===== config.mk =====
export PLATFORM = sky130hd
export DESIGN_NAME = truth_table_reader_flat
export DESIGN_NICKNAME = d
export VERILOG_FILES = /design/src/rtl/truth_table_reader_pkg.sv /design/src/rtl/truth_table_reader_if.sv /design/src/rtl/truth_table_reader_popcount_mask.sv /design/src/rtl/truth_table_reader.sv /design/src/flat_wrapper.sv
export SDC_FILE = /design/constraint.sdc
export NUM_CORES = 1
export LEC_CHECK = 0
export CORE_ASPECT_RATIO = 1.5
export CORE_MARGIN = 10
export CORE_UTILIZATION = 45
export DETAILED_ROUTE_END_ITERATION = 10
export PLACE_DENSITY = 0.71
export SYNTH_ARGS = -nofsm -noshare
export SYNTH_HDL_FRONTEND = slang
export SYNTH_SLANG_ARGS = --single-unit
export TNS_END_PERCENT = 50

===== constraint.sdc =====
create_clock -name clk -period 2.17 [get_ports clk]
set_input_delay 0.217 -clock clk [delete_from_list [all_inputs] [get_ports clk]]
set_output_delay 0.217 -clock clk [all_outputs]
set_load 0.1 [all_outputs]

===== src/rtl/truth_table_reader_pkg.sv =====
// Shared state encoding and sizing helpers for truth_table_reader.
// Pure declarations, so there is no latency or backpressure to describe.
package truth_table_reader_pkg;

    localparam logic [1:0] IDLE  = 2'd0;
    localparam logic [1:0] DRIVE = 2'd1;
    localparam logic [1:0] WAIT  = 2'd2;
    localparam logic [1:0] DONE  = 2'd3;

    typedef enum logic [1:0] {
        ST_IDLE  = IDLE,
        ST_DRIVE = DRIVE,
        ST_WAIT  = WAIT,
        ST_DONE  = DONE
    } state_t;

    localparam int N_MAX = 4;

    function automatic int MASK_W(input int n);
        return 1 << n;
    endfunction

endpackage


===== src/rtl/truth_table_reader_if.sv =====
// Controller/function-block bundle for truth_table_reader; count exists only with MINTERM_COUNT_EN.
// No storage or flow control: start is a level sampled by the reader, done is a one-cycle pulse.
interface truth_table_reader_if
    import truth_table_reader_pkg::*;
#(
    parameter int N = 3
) ();
    localparam int MW = MASK_W(N);

    logic          start;
    logic          f_in;
    logic [N-1:0]  vec;
    logic [MW-1:0] mask;
    logic          busy;
    logic          done;
`ifdef MINTERM_COUNT_EN
    logic [N:0]    count;

    modport master (output start, output f_in, input vec, input mask, input busy, input done, input count);
    modport slave  (input start, input f_in, output vec, output mask, output busy, output done, output count);
`else
    modport master (output start, output f_in, input vec, input mask, input busy, input done);
    modport slave  (input start, input f_in, output vec, output mask, output busy, output done);
`endif
endinterface


===== src/rtl/truth_table_reader_popcount_mask.sv =====
// Combinational ones counter over the captured minterm mask.
// Zero latency; no handshake, the result follows din within the same cycle.
module popcount_mask #(
    parameter int W  = 8,
    parameter int CW = $clog2(W) + 1
) (
    input  logic [W-1:0]  din,
    output logic [CW-1:0] ones
);

    always_comb begin
        ones = '0;
        for (int i = 0; i < W; i++) begin
            ones = ones + CW'(din[i]);
        end
    end

endmodule


===== src/rtl/truth_table_reader.sv =====
// Sweeps all 2^N vectors onto a combinational function and captures its minterm mask (+count with MINTERM_COUNT_EN).
// done arrives 2^N*(1+SETTLE)+1 cycles after start; start while busy is dropped, never queued.
module truth_table_reader
    import truth_table_reader_pkg::*;
#(
    parameter int N      = 3,
    parameter int SETTLE = 1
) (
    input  logic             clk,
    input  logic             rst_n,
    truth_table_reader_if.slave bus
);

    localparam int            MW        = MASK_W(N);
    localparam logic [N-1:0]  VEC_LAST  = {N{1'b1}};
    localparam logic [2:0]    WAIT_LAST = (SETTLE > 0) ? 3'(SETTLE - 1) : 3'd0;

    state_t        state_q, state_d;
    logic [N-1:0]  vec_q, vec_d;
    logic [MW-1:0] mask_q, mask_d;
    logic          busy_q, busy_d;
    logic          done_q, done_d;
    logic [2:0]    wcnt_q, wcnt_d;
    logic          sample;

    always_comb begin
        state_d = state_q;
        vec_d   = vec_q;
        mask_d  = mask_q;
        busy_d  = busy_q;
        done_d  = 1'b0;
        wcnt_d  = wcnt_q;
        sample  = 1'b0;

        case (state_q)
            ST_IDLE, ST_DONE: begin
                if (bus.start) begin
                    state_d = ST_DRIVE;
                    vec_d   = '0;
                    mask_d  = '0;
                    busy_d  = 1'b1;
                    wcnt_d  = '0;
                end else begin
                    state_d = ST_IDLE;
                end
            end
            ST_DRIVE: begin
                if (SETTLE == 0) begin
                    sample = 1'b1;
                end else begin
                    state_d = ST_WAIT;
                end
            end
            ST_WAIT: begin
                if (wcnt_q == WAIT_LAST) begin
                    sample = 1'b1;
                end else begin
                    wcnt_d = wcnt_q + 3'd1;
                end
            end
            default: state_d = ST_IDLE;
        endcase

        // Each sample either advances the vector or closes the sweep; vec never wraps here.
        if (sample) begin
            mask_d[vec_q] = bus.f_in;
            wcnt_d        = '0;
            if (vec_q == VEC_LAST) begin
                state_d = ST_DONE;
                busy_d  = 1'b0;
                done_d  = 1'b1;
            end else begin
                vec_d   = vec_q + 1'b1;
                state_d = ST_DRIVE;
            end
        end
    end

    always_ff @(posedge clk) begin
        if (!rst_n) begin
            state_q <= ST_IDLE;
            vec_q   <= '0;
            mask_q  <= '0;
            busy_q  <= 1'b0;
            done_q  <= 1'b0;
            wcnt_q  <= '0;
        end else begin
            state_q <= state_d;
            vec_q   <= vec_d;
            mask_q  <= mask_d;
            busy_q  <= busy_d;
            done_q  <= done_d;
            wcnt_q  <= wcnt_d;
        end
    end

    assign bus.vec  = vec_q;
    assign bus.mask = mask_q;
    assign bus.busy = busy_q;
    assign bus.done = done_q;

`ifdef MINTERM_COUNT_EN
    // Counting mask_d keeps count aligned with mask, including the clear on start.
    logic [N:0] ones;
    logic [N:0] count_q;

    popcount_mask #(.W(MW), .CW(N + 1)) u_popcount (
        .din  (mask_d),
        .ones (ones)
    );

    always_ff @(posedge clk) begin
        if (!rst_n) count_q <= '0;
        else        count_q <= ones;
    end

    assign bus.count = count_q;
`endif

endmodule


===== src/flat_wrapper.sv =====
// flat-port wrapper written by rule: the top's interface ports become plain ports
module truth_table_reader_flat import truth_table_reader_pkg::*;
#(
    parameter int N      = 3,
    parameter int SETTLE = 1
)
  (clk, rst_n, bus_start, bus_f_in, bus_vec, bus_mask, bus_busy, bus_done);
  truth_table_reader_if #(.N(N)) bus_i ();
  input  logic clk;
  input  logic rst_n;
  input wire logic [$bits(bus_i.start)-1:0] bus_start;
  input wire logic [$bits(bus_i.f_in)-1:0] bus_f_in;
  output wire logic [$bits(bus_i.vec)-1:0] bus_vec;
  output wire logic [$bits(bus_i.mask)-1:0] bus_mask;
  output wire logic [$bits(bus_i.busy)-1:0] bus_busy;
  output wire logic [$bits(bus_i.done)-1:0] bus_done;
  assign bus_i.start = bus_start;
  assign bus_i.f_in = bus_f_in;
  assign bus_vec = bus_i.vec;
  assign bus_mask = bus_i.mask;
  assign bus_busy = bus_i.busy;
  assign bus_done = bus_i.done;
  truth_table_reader #(.N(N), .SETTLE(SETTLE)) u_core (.clk(clk), .rst_n(rst_n), .bus(bus_i));
endmodule

==> metrics <==
status=finished clean; Mapped Area=slightly above 900 um^2; WS Path Type=register to register; slew margin rel.=approximately 68%; syn nets=about 110; Rows=20; setup TNS=0 ns; via/cell ratio=approximately 5.5; Die Width=57.1 um; RR Startpoint=u_core.state_q[0]; dpl cell area=about 1100 um^2; Worst-Margin Slew=0.482 ns; worst hold path type=register to register; PwrDens=between 500 and 600 nW/um^2; global-route wire length before repair=roughly 3400 um; DIE AREA=around 4300 um^2; setup violators final=0; Yosys top cell area share=about two fifths; largest net degree at the start of global routing=14; drt total wl=~1900 um; share of post-route cells with drive strength above 1=between 20% and 30%; fillers=196; CP startpoint=u_core.state_q[0]; final period utilization=just under 80%; DRT antenna net count=0; fmax=around 600 MHz; post-cts repair resize count=0; Worst EP arrival=between 1.5 and 2 ns; Core Region=2000 um^2; Post-Syn Instances=95; vias=between 700 and 800; maximum VDD drop=around 0.3 mV; CTS Buf Count=3; RR Endpoint=u_core.bus.mask[1]; first-pass detailed-route iteration total=4; DRC errors left=0; synth unique cells=33; Synth area leader=dfxtp_1; design area=1100 um^2; Leak=0.410 nW; clock sink count=18; Hold Buf Count CTS=0; max-cap violation count=0; ranking of synthesized cells by area=dfxtp_1 (39%), ha_1 (8.1%), nand2_1 (5.6%); Seq/Total Area, Yosys=between 30% and 40%; DP HPWL=about 1500 um; most common cell after layout, fill and taps aside=dfxtp_1; Post-CTS Setup Inserts=0; initial DRC count=19; RSZ-0062 raised after global routing=false; clock tree buffer depth=2; clk_lat worst skew=roughly 0.29 ns; gr ovfl total=0; commonest non-fill, non-tap cells in the layout=dfxtp_1 (18), nand2_1 (14), buf_4 (14), ha_1 (6); register bit count reported by yosys=18; Die H=75.7 um; CP max stage cell=ha_1; gpl congestion=roughly 0.79; Critical Path Start Type=register; CP max stage delay=about 0.45 ns; end of the critical path=u_core.bus.mask[1]; antenna cells=0; FF-to-FF path depth=5; H-tree levels=1; all-layer global routing usage=under 10%; area grow syn2layout=17.9%; CP cell instances=inv_1, ha_1, nand4b_2, o311ai_1, o41ai_1; Worst Path Buf+Inv=1; Ys Warns=0; Final min period=~1.7 ns; Crit path depth=5; IO buf count=16; initial antenna violation count=0; Setup Skew=0.00368 ns; post-synthesis average cell area=9.80 um^2; clock slew at reported path FFs=around 0.10 ns; final hold vios=0; Critical Path RT=2.34 ns; CTS root buf=clkbuf_4; nets=121; crit end category=register; drt wl/cell=between 10 and 15 um; CP delay by family, top=adder cells; reg2reg setup slack=between 0.5 and 0.6 ns; Hold Path Cell Cnt=2; CP Max Fanout=13; max-slew violations=0; Initial Util=between 40% and 50%; TritonCTS clock tree=yes; boundary pin count=17; vias in the first global route=764
[how the worst min path moves through the flow]
stage / start / end / slack (ns)
after detailed placement: u_core.bus.mask[4] / u_core.bus.mask[4] / 0.46
final: u_core.bus.mask[3] / u_core.bus.mask[3] / 0.47
after global placement: u_core.bus.mask[5] / u_core.bus.mask[5] / 0.45
after global routing: u_core.bus.mask[3] / u_core.bus.mask[3] / 0.48
after floorplan: u_core.wcnt_q[1] / u_core.wcnt_q[1] / 0.45
after CTS: u_core.bus.mask[3] / u_core.bus.mask[3] / 0.47
[final cells by class]
class	instances	area, um^2	area share (%)
Sequential cell	18	360	32.8
Tap cell	22	27.5	2.51
Multi-Input combinational cell	66	519	47.3
Timing Repair Buffer	17	135	12.3
Clock buffer	4	36.3	3.31
Inverter	5	18.8	1.71
[logic make-up (layout without fill, tap and decap cells)]
logic type               count (synthesis)  after routing  synth area share, %
adder cells (fa/ha/maj)                  6              6                 8.06
buffers and inverters                   11             26                 5.51
AO/OA/AOI/OAI                           19             19                 13.7
flip-flops                              18             18                 38.7
AND/OR/NAND/NOR                         35             35                 27.2
multiplexers                             6              6                 6.85
[sequential cells by signal (all words and copies together), names as in the netlist]
| signal | flops |
|---|---|
| u_core.bus.busy | 1 |
| u_core.bus.done | 1 |
| u_core.bus.mask | 8 |
| u_core.bus.vec | 3 |
| u_core.state_q | 2 |
| u_core.wcnt_q | 3 |
[tightest hold or removal path, cell delays in order, from the launching register on]
cell and delay, ns:
dfxtp_1 0.32, nand2_1 0.05, mux2i_1 0.05
[Yosys cell counts]
library cell,number
nand3b_4,1
mux2i_1,5
a21boi_0,3
nand4bb_1,1
nor3b_2,2
a21oi_2,1
nand4b_2,1
ha_1,6
o31ai_1,1
o41ai_1,2
nor4b_2,2
a31oi_1,1
nand3b_1,2
or3b_1,1
o311ai_1,2
o21ai_0,4
nor4_1,1
nor2b_1,1
buf_6,1
and3_1,1
nand2b_1,1
inv_1,5
nor4bb_1,1
mux2i_2,1
o211ai_1,1
nor3b_1,1
clkbuf_1,3
nand2_1,14
a21oi_1,4
and3b_1,2
buf_2,2
dfxtp_1,18
nand3_1,3
[metal layers]
| layer | track usage (%) | vias up | routed length [um] |
|---|---|---|---|
| met5 | 0 | - | 0 |
| met4 | 5.50 | 0 | 23 |
| met3 | 2.33 | 2 | 81 |
| met2 | 18.5 | 9 | 1050 |
| met1 | 9.47 | 342 | 793 |
| li1 | - | 371 | - |
[where the power goes]
group	internal [W]	switching [W]	leakage, nW
clock	0.000102	0.000101	0.0210
sequential	0.000338	0.00000763	0.146
combinational	0.0000349	0.0000676	0.244
total	0.000475	0.000177	0.410
[per-stage QoR]
stage	power [W]	worst slack, ns	hold slack [ns]	instances	util, %
after floorplan	0.000433	0.229	0.448	95	-
after global placement	0.000455	0.482	0.447	128	53.0
after detailed placement	0.000456	0.479	0.455	128	53.0
after CTS	0.000659	0.476	0.471	132	54.8
after global routing	0.000684	0.332	0.483	132	54.8
final	0.000651	0.502	0.468	132	54.8
(Power assumes the default switching activity.)
